[src/rtl/alu_issue.sv]
// Decode-and-issue stage for a combinational RV64 ALU: accepts one instruction,
// drives registered ALU inputs, captures the result and writes back to the register file.
module alu_issue #(
  parameter int XLEN  = 64,
  parameter int NREGS = 32
) (
  input  logic            clk,
  input  logic            reset,
  input  logic            in_valid,
  output logic            in_ready,
  input  logic [31:0]     in_instr,
  output logic [10:0]     alu_opcode,
  output logic [XLEN-1:0] alu_value1,
  output logic [XLEN-1:0] alu_value2,
  output logic [31:0]     alu_immediate,
  output logic [5:0]      alu_shamt,
  input  logic [XLEN-1:0] alu_result,
  output logic            out_valid,
  input  logic            out_ready,
  output logic [4:0]      out_rd,
  output logic [XLEN-1:0] out_data,
  output logic            out_illegal,
  input  logic [4:0]      dbg_addr,
  output logic [XLEN-1:0] dbg_data
);

  localparam logic [10:0] OP_NOTHING  = 11'd0;
  localparam logic [10:0] OP_ADD      = 11'd1;
  localparam logic [10:0] OP_SUB      = 11'd2;
  localparam logic [10:0] OP_MUL      = 11'd3;
  localparam logic [10:0] OP_DIV      = 11'd4;
  localparam logic [10:0] OP_XOR      = 11'd5;
  localparam logic [10:0] OP_AND      = 11'd6;
  localparam logic [10:0] OP_OR       = 11'd7;
  localparam logic [10:0] OP_REM      = 11'd8;
  localparam logic [10:0] OP_LOGLEFT  = 11'd9;
  localparam logic [10:0] OP_LOGRIGHT = 11'd10;

  localparam logic [6:0] OPC_R = 7'b0110011;
  localparam logic [6:0] OPC_I = 7'b0010011;

  typedef enum logic [1:0] {IDLE, EXEC, WB} state_t;

  state_t state, state_next;

  logic [XLEN-1:0] regs [NREGS];

  logic [6:0]  opc, f7;
  logic [2:0]  f3;
  logic [4:0]  rd, rs1, rs2;
  logic [XLEN-1:0] rs1_val, rs2_val;

  logic [10:0] dec_op;
  logic [31:0] dec_imm;
  logic [5:0]  dec_shamt;
  logic        dec_use_rs2;
  logic        dec_illegal;

  logic [4:0]  rd_q;
  logic        illegal_q;
  logic        div_zero_q;
  logic [XLEN-1:0] result_sel;

  assign opc = in_instr[6:0];
  assign rd  = in_instr[11:7];
  assign f3  = in_instr[14:12];
  assign rs1 = in_instr[19:15];
  assign rs2 = in_instr[24:20];
  assign f7  = in_instr[31:25];

  assign rs1_val  = (rs1 == '0) ? '0 : regs[rs1];
  assign rs2_val  = (rs2 == '0) ? '0 : regs[rs2];
  assign dbg_data = (dbg_addr == '0) ? '0 : regs[dbg_addr];

  always_comb begin
    dec_op      = OP_NOTHING;
    dec_imm     = '0;
    dec_shamt   = '0;
    dec_use_rs2 = 1'b0;
    dec_illegal = 1'b1;
    if (opc == OPC_R) begin
      dec_use_rs2 = 1'b1;
      dec_illegal = 1'b0;
      if (f7 == 7'b0000000) begin
        case (f3)
          3'b000:  dec_op = OP_ADD;
          3'b100:  dec_op = OP_XOR;
          3'b110:  dec_op = OP_OR;
          3'b111:  dec_op = OP_AND;
          3'b001:  dec_op = OP_LOGLEFT;
          3'b101:  dec_op = OP_LOGRIGHT;
          default: dec_illegal = 1'b1;
        endcase
      end else if (f7 == 7'b0100000 && f3 == 3'b000) begin
        dec_op = OP_SUB;
      end else if (f7 == 7'b0000001) begin
        case (f3)
          3'b000:  dec_op = OP_MUL;
          3'b100:  dec_op = OP_DIV;
          3'b110:  dec_op = OP_REM;
          default: dec_illegal = 1'b1;
        endcase
      end else begin
        dec_illegal = 1'b1;
      end
      // Register shifts take their amount from rs2; the alu ignores value2 for shifts
      if (dec_op == OP_LOGLEFT || dec_op == OP_LOGRIGHT)
        dec_shamt = rs2_val[5:0];
    end else if (opc == OPC_I) begin
      dec_illegal = 1'b0;
      dec_imm     = {{20{in_instr[31]}}, in_instr[31:20]};
      case (f3)
        3'b000: dec_op = OP_ADD;
        3'b100: dec_op = OP_XOR;
        3'b110: dec_op = OP_OR;
        3'b111: dec_op = OP_AND;
        3'b001, 3'b101: begin
          dec_imm     = '0;
          dec_shamt   = in_instr[25:20];
          dec_op      = (f3 == 3'b001) ? OP_LOGLEFT : OP_LOGRIGHT;
          dec_illegal = (in_instr[31:26] != 6'b000000);
        end
        default: dec_illegal = 1'b1;
      endcase
    end
    if (dec_illegal) begin
      dec_op      = OP_NOTHING;
      dec_imm     = '0;
      dec_shamt   = '0;
      dec_use_rs2 = 1'b0;
    end
  end

  // Divide-by-zero results are produced here rather than trusted from the alu
  always_comb begin
    result_sel = alu_result;
    if (illegal_q)
      result_sel = '0;
    else if (div_zero_q)
      result_sel = (alu_opcode == OP_DIV) ? '1 : alu_value1;
  end

  always_ff @(posedge clk) begin
    if (reset) state <= IDLE;
    else       state <= state_next;
  end

  always_comb begin
    state_next = state;
    case (state)
      IDLE:    if (in_valid) state_next = EXEC;
      EXEC:    state_next = WB;
      WB:      if (out_ready) state_next = IDLE;
      default: state_next = IDLE;
    endcase
  end

  always_comb begin
    in_ready  = (state == IDLE);
    out_valid = (state == WB);
  end

  always_ff @(posedge clk) begin
    if (reset) begin
      alu_opcode    <= OP_NOTHING;
      alu_value1    <= '0;
      alu_value2    <= '0;
      alu_immediate <= '0;
      alu_shamt     <= '0;
      rd_q          <= '0;
      illegal_q     <= 1'b0;
      div_zero_q    <= 1'b0;
      out_rd        <= '0;
      out_data      <= '0;
      out_illegal   <= 1'b0;
      for (int i = 0; i < NREGS; i++) regs[i] <= '0;
    end else begin
      case (state)
        IDLE: if (in_valid) begin
          alu_opcode    <= dec_op;
          alu_value1    <= dec_illegal ? '0 : rs1_val;
          alu_value2    <= dec_use_rs2 ? rs2_val : '0;
          alu_immediate <= dec_imm;
          alu_shamt     <= dec_shamt;
          rd_q          <= rd;
          illegal_q     <= dec_illegal;
          div_zero_q    <= (dec_op == OP_DIV || dec_op == OP_REM) && (rs2_val == '0);
        end
        EXEC: begin
          out_rd      <= rd_q;
          out_data    <= result_sel;
          out_illegal <= illegal_q;
          if (!illegal_q && rd_q != '0) regs[rd_q] <= result_sel;
        end
        WB: if (out_ready) begin
          alu_opcode    <= OP_NOTHING;
          alu_value1    <= '0;
          alu_value2    <= '0;
          alu_immediate <= '0;
          alu_shamt     <= '0;
        end
        default: ;
      endcase
    end
  end

endmodule

[config.mk]
export PLATFORM = sky130hd
export DESIGN_NAME = alu_issue
export DESIGN_NICKNAME = d
export VERILOG_FILES = /design/src/rtl/alu_issue.sv
export SDC_FILE = /design/constraint.sdc
export NUM_CORES = 2
export LEC_CHECK = 0
export ABC_AREA = 0
export BUFFER_PORTS_ARGS = -buffer_cell sky130_fd_sc_hd__buf_2
export CAP_MARGIN = 20
export CORE_ASPECT_RATIO = 1.25
export CORE_MARGIN = 5
export CORE_UTILIZATION = 62
export DETAILED_ROUTE_END_ITERATION = 16
export PLACE_DENSITY = 0.9
export SLEW_MARGIN = 0
export SYNTH_ARGS = -nofsm -noshare
export SYNTH_HDL_FRONTEND = slang
export SYNTH_SLANG_ARGS = --single-unit
[constraint.sdc]
create_clock -name clk -period 10.95 [get_ports clk]
set_input_delay 2.19 -clock clk [delete_from_list [all_inputs] [get_ports clk]]
set_output_delay 2.19 -clock clk [all_outputs]
set_load 0.005 [all_outputs]
==> results of run 1 <==
[synth_stat cells, types with 9 or more instances]
cell / instances
and3_1: 10
o21ai_1: 66
buf_1: 238
nand3_1: 41
a31oi_1: 9
edfxtp_1: 2048
nand4_1: 19
nor2b_1: 10
a21oi_1: 116
nand2_1: 248
o22ai_1: 30
nor2_1: 2348
buf_6: 27
mux2_2: 15
o21ai_0: 168
buf_2: 55
clkbuf_1: 648
dfxtp_1: 229
buf_4: 52
a22oi_1: 92
nor3_1: 14
mux2i_1: 428
mux4_2: 1707
a221oi_1: 29
nand2b_1: 42
a22o_1: 34
[metrics by stage]
| stage | utilization [%] | hold WS [ns] | worst slack [ns] |
|---|---|---|---|
| floorplan | - | 0.449 | 4.32 |
| global placement | 64.4 | 0.435 | 2.89 |
| detailed placement | 64.5 | 0.437 | 2.77 |
| CTS | 68.0 | 0.459 | 2.77 |
[kinds of logic after synthesis]
kind of cell | count (synthesis) | share of synthesized area [%]
other cells | 1 | 0.00294
simple gates | 2767 | 8.45
buf+inv | 1025 | 3.38
compound gates | 587 | 2.83
flops | 2277 | 51.7
mux | 2150 | 33.6
xor+xnor | 1 | 0.00686
==> impl_metrics.json, run 1 <==
{
  "root_buffer": "clkbuf_16",
  "std_cell_rows": 186,
  "outcome": "did not finish",
  "die_width_um": 416,
  "post-cts-setup-buffers": 0,
  "io_buffers": 410,
  "pin_count": 418,
  "synth_seq_area_share_pct": 51.7,
  "synth_seq_cells": 2277,
  "async_flop_share_pct": 0,
  "syn-cell-area_sq_um": 128000,
  "synth_cells": 8808,
  "dp.cells": 11300,
  "gp_congestion": 0.974,
  "numCtsBuffers": 214,
  "synth_ff_type": "edfxtp_1",
  "clock-sinks": 2277,
  "cts.path.max_buffers": 3,
  "yosysWarnings": 0,
  "ctsHoldBuffers": 0,
  "yosysTopAreaCell": "edfxtp_1",
  "die_y_um": 517,
  "place.detailed.hpwl_mm": 291,
  "grt_antenna_before_repair": 104,
  "cts_resized": 0,
  "synth_edf_count": 2048,
  "syn_avg_cell_area_sq_um": 14.5,
  "synth.top_cell.area_share_pct": 48.2,
  "grt_max_degree": 166,
  "stop_stage": "global routing (5_1_grt)",
  "htreeDepth": 4,
  "synth_cell_types": 58,
  "ys_top_cells_by_area": "edfxtp_1 (48%), mux4_2 (30%), nor2_1 (6.9%)",
  "first-error": "[ERROR GRT-0228] Horizontal edge usage exceeds the maximum allowed. (47, 31) usage=65535 limit=3200",
  "initial_core_util_pct": 62.2,
  "dpl_cell_area_sq_um": 132000
}
==> inputs of run 2 (changes only) <==
--- a/config.mk
+++ b/config.mk
@@ -8,11 +8,10 @@
 export ABC_AREA = 0
 export BUFFER_PORTS_ARGS = -buffer_cell sky130_fd_sc_hd__buf_2
 export CAP_MARGIN = 20
-export CORE_ASPECT_RATIO = 1.25
 export CORE_MARGIN = 5
-export CORE_UTILIZATION = 62
+export CORE_UTILIZATION = 40
 export DETAILED_ROUTE_END_ITERATION = 16
-export PLACE_DENSITY = 0.9
+export PLACE_DENSITY_LB_ADDON = 0.15
 export SLEW_MARGIN = 0
 export SYNTH_ARGS = -nofsm -noshare
 export SYNTH_HDL_FRONTEND = slang
==> run 2 against run 1 <==
Compared with the run above: the flow now finishes without violations; synthesized cell count stayed put; area after synthesis did not move.
==> impl_metrics.json, run 2 <==
{
  "switching_power_mw": 6.04,
  "synth_ff_type": "edfxtp_1",
  "yosysTopAreaCell": "edfxtp_1",
  "final_layout_size_suffix_gt1_share_pct": 33.0,
  "numCtsBuffers": 272,
  "swShare_pct": 27.1,
  "pin_count": 418,
  "synth_edf_count": 2048,
  "n_fill_cell": 28100,
  "cts_resized": 0,
  "root_buffer": "clkbuf_16",
  "maxCapViolations": 0,
  "fin_crit_sh_pct": 72.8,
  "yosysWarnings": 0,
  "route.detailed.drc": 0,
  "design_area_sq_um": 144000,
  "syn-cell-area_sq_um": 128000,
  "outcome": "finished clean",
  "grtUsageTotal_pct": 33.7,
  "die_y_um": 575,
  "die_area_sq_um": 331000,
  "io_buffers": 410,
  "fin_nets": 8950,
  "most-common-layout-cells": "nor2_1 (2,343), edfxtp_1 (2,048), mux4_2 (1,707), mux2i_1 (428), buf_2 (395)",
  "ys_top_cells_by_area": "edfxtp_1 (48%), mux4_2 (30%), nor2_1 (6.9%)",
  "cts.path.max_buffers": 4,
  "async_flop_share_pct": 0,
  "areaGrowthSynthToFinish_pct": 12.4,
  "drt_iter0_drc": 15400,
  "post-cts-setup-buffers": 0,
  "worstRegToRegCells": 6,
  "crit_arrival_ns": 5.78,
  "multi_input_area_sq_um": 58500,
  "die_width_um": 575,
  "hold_ws_ns": 0.446,
  "rsz0062_at_grt": "no",
  "dpl_cell_area_sq_um": 135000,
  "crit_path_start_kind": "primary input",
  "synth_cell_types": 58,
  "clkTransAtPathRegs_ns": 0.06,
  "tritoncts": "done",
  "wl_mm": 570,
  "synth.top_cell.area_share_pct": 48.2,
  "p_per_area_nw_per_um2": 155,
  "total_leakage_power_nw": 50.5,
  "synth.most_common_cell": "nor2_1",
  "std_cell_rows": 207,
  "coreArea_sq_um": 318000,
  "seq_power_share_pct": 44.7,
  "grt_max_degree": 133,
  "synth_common_cells": "nor2_1 (2,348), edfxtp_1 (2,048), mux4_2 (1,707)",
  "p_clk_share_pct": 41.2,
  "place.detailed.hpwl_mm": 323,
  "wl_per_cell_um": 42.9,
  "synth_seq_cells": 2277,
  "clock-sinks": 2277,
  "post-route-min-period_ns": 7.97,
  "dr.pass1.iters": 6,
  "p_int_mw": 16.3,
  "worst_slew_pin_slew_ns": 1.43,
  "path_class": "in -> out",
  "gp_congestion": 0.876,
  "ctsHoldBuffers": 0,
  "fmax_ghz": 0.126,
  "syn_avg_cell_area_sq_um": 14.5,
  "grt_pass1_wl_mm": 772,
  "grt_antenna_before_repair": 39,
  "final_common_cell": "nor2_1",
  "ant_nets": 0,
  "finalSetupTns_ns": 0,
  "max_slew_margin_pct": 4.88,
  "htreeDepth": 5,
  "synth_cells": 8808,
  "skew_ns": 0.0518,
  "final_hold_viol_count": 0,
  "num_vias": 92800,
  "cp.required_ns": 8.76,
  "ir_drop_uv": 110,
  "synth_seq_area_share_pct": 51.7,
  "gr-total-overflow": 0,
  "worst-path-max-fanout": 95,
  "end_kind": "primary output",
  "clk_latency_ns": 0.92,
  "regArea_sq_um": 66100,
  "min_path_cells": 2,
  "initial_core_util_pct": 40.2,
  "regMostFlops": "regs",
  "setup_viol": 0,
  "largest_reg_flops": 2048,
  "min_path_type": "reg -> reg",
  "slew_violations": 0,
  "first_global_vias": 90500,
  "p_comb_share_pct": 14.1,
  "viasPerCell": 6.99
}
-- run 2: cell counts after synthesis --
No cell type changed its count.
-- run 2: cells by family (layout without fill, tap and decap cells) --
kind of cell / count (synthesis) / in the layout / share of synthesized area (%)
and+or+nand+nor: 2767 / 2767 / 8.45
DFF: 2277 / 2277 / 51.7
muxes: 2150 / 2150 / 33.6
buffers and inverters: 1025 / 1203 / 3.38
AOI/OAI and AO/OA: 587 / 587 / 2.83
other: 1 / 104 / 0.00294
xor gates and xnor gates: 1 / 1 / 0.00686
-- run 2: metal layers --
metal	vias to the layer above	wire length, um	global-route usage, %	part of all wire, %
li1	34500	-	-	-
met1	48600	198000	43.3	35
met2	7870	257000	51.4	45
met3	1799	74500	9.40	13
met4	14	40200	19.8	7.0
met5	-	95	0	0.017
-- run 2: final timing paths --
path | start | to | slack (ns)
setup / recovery | dbg_addr[0] | dbg_data[54] | 2.98
hold / removal | alu_value2[18]$_SDFFE_PP0P_ | alu_value2[18]$_SDFFE_PP0P_ | 0.45
setup reg to reg | illegal_q$_SDFFE_PP0P_ | regs[13][43]$_SDFFCE_PN0P_ | 5.46
hold reg to reg | alu_value2[18]$_SDFFE_PP0P_ | alu_value2[18]$_SDFFE_PP0P_ | 0.45
-- run 2: power by group through the flow --
stage	Combinational [mW]	Clock (mW)	Sequential, mW
floorplan	1.87	0	10.1
finish	3.15	9.19	9.97
global placement	3.07	0	10.1
CTS	3.09	9.25	9.95
detailed placement	3.08	0	10.1
global route	3.21	9.59	9.99
-- run 2: layout make-up --
cell class	instances	share of cell area, %
timing repair buffer	713	3.37
clock buffer	343	5.20
tap	4180	3.64
clock inverter	142	0.920
antenna	33	0.0575
inverter	5	0.0192
multi-input combinational	5576	40.7
sequential	2277	46.0
-- run 2: worst max-delay path, cell delays in order --
cell	delay, ns
buf_8	0.58
buf_12	0.60
mux4_2	0.61
mux4_2	0.52
mux2i_1	0.63
nor2_1	0.11
buf_2	0.17
-- run 2: through the flow --
stage | util, % | setup slack, ns | total power [mW] | cells
floorplan | - | 4.32 | 11.9 | 8878
global placement | 42.3 | 3.01 | 13.2 | 12700
detailed placement | 42.3 | 3.00 | 13.2 | 12700
CTS | 45.1 | 3.00 | 22.3 | 13200
global route | 45.1 | 2.78 | 22.8 | 13200
finish | 45.1 | 2.98 | 22.3 | 13300
Note: power is estimated with default switching activity, not from simulation.
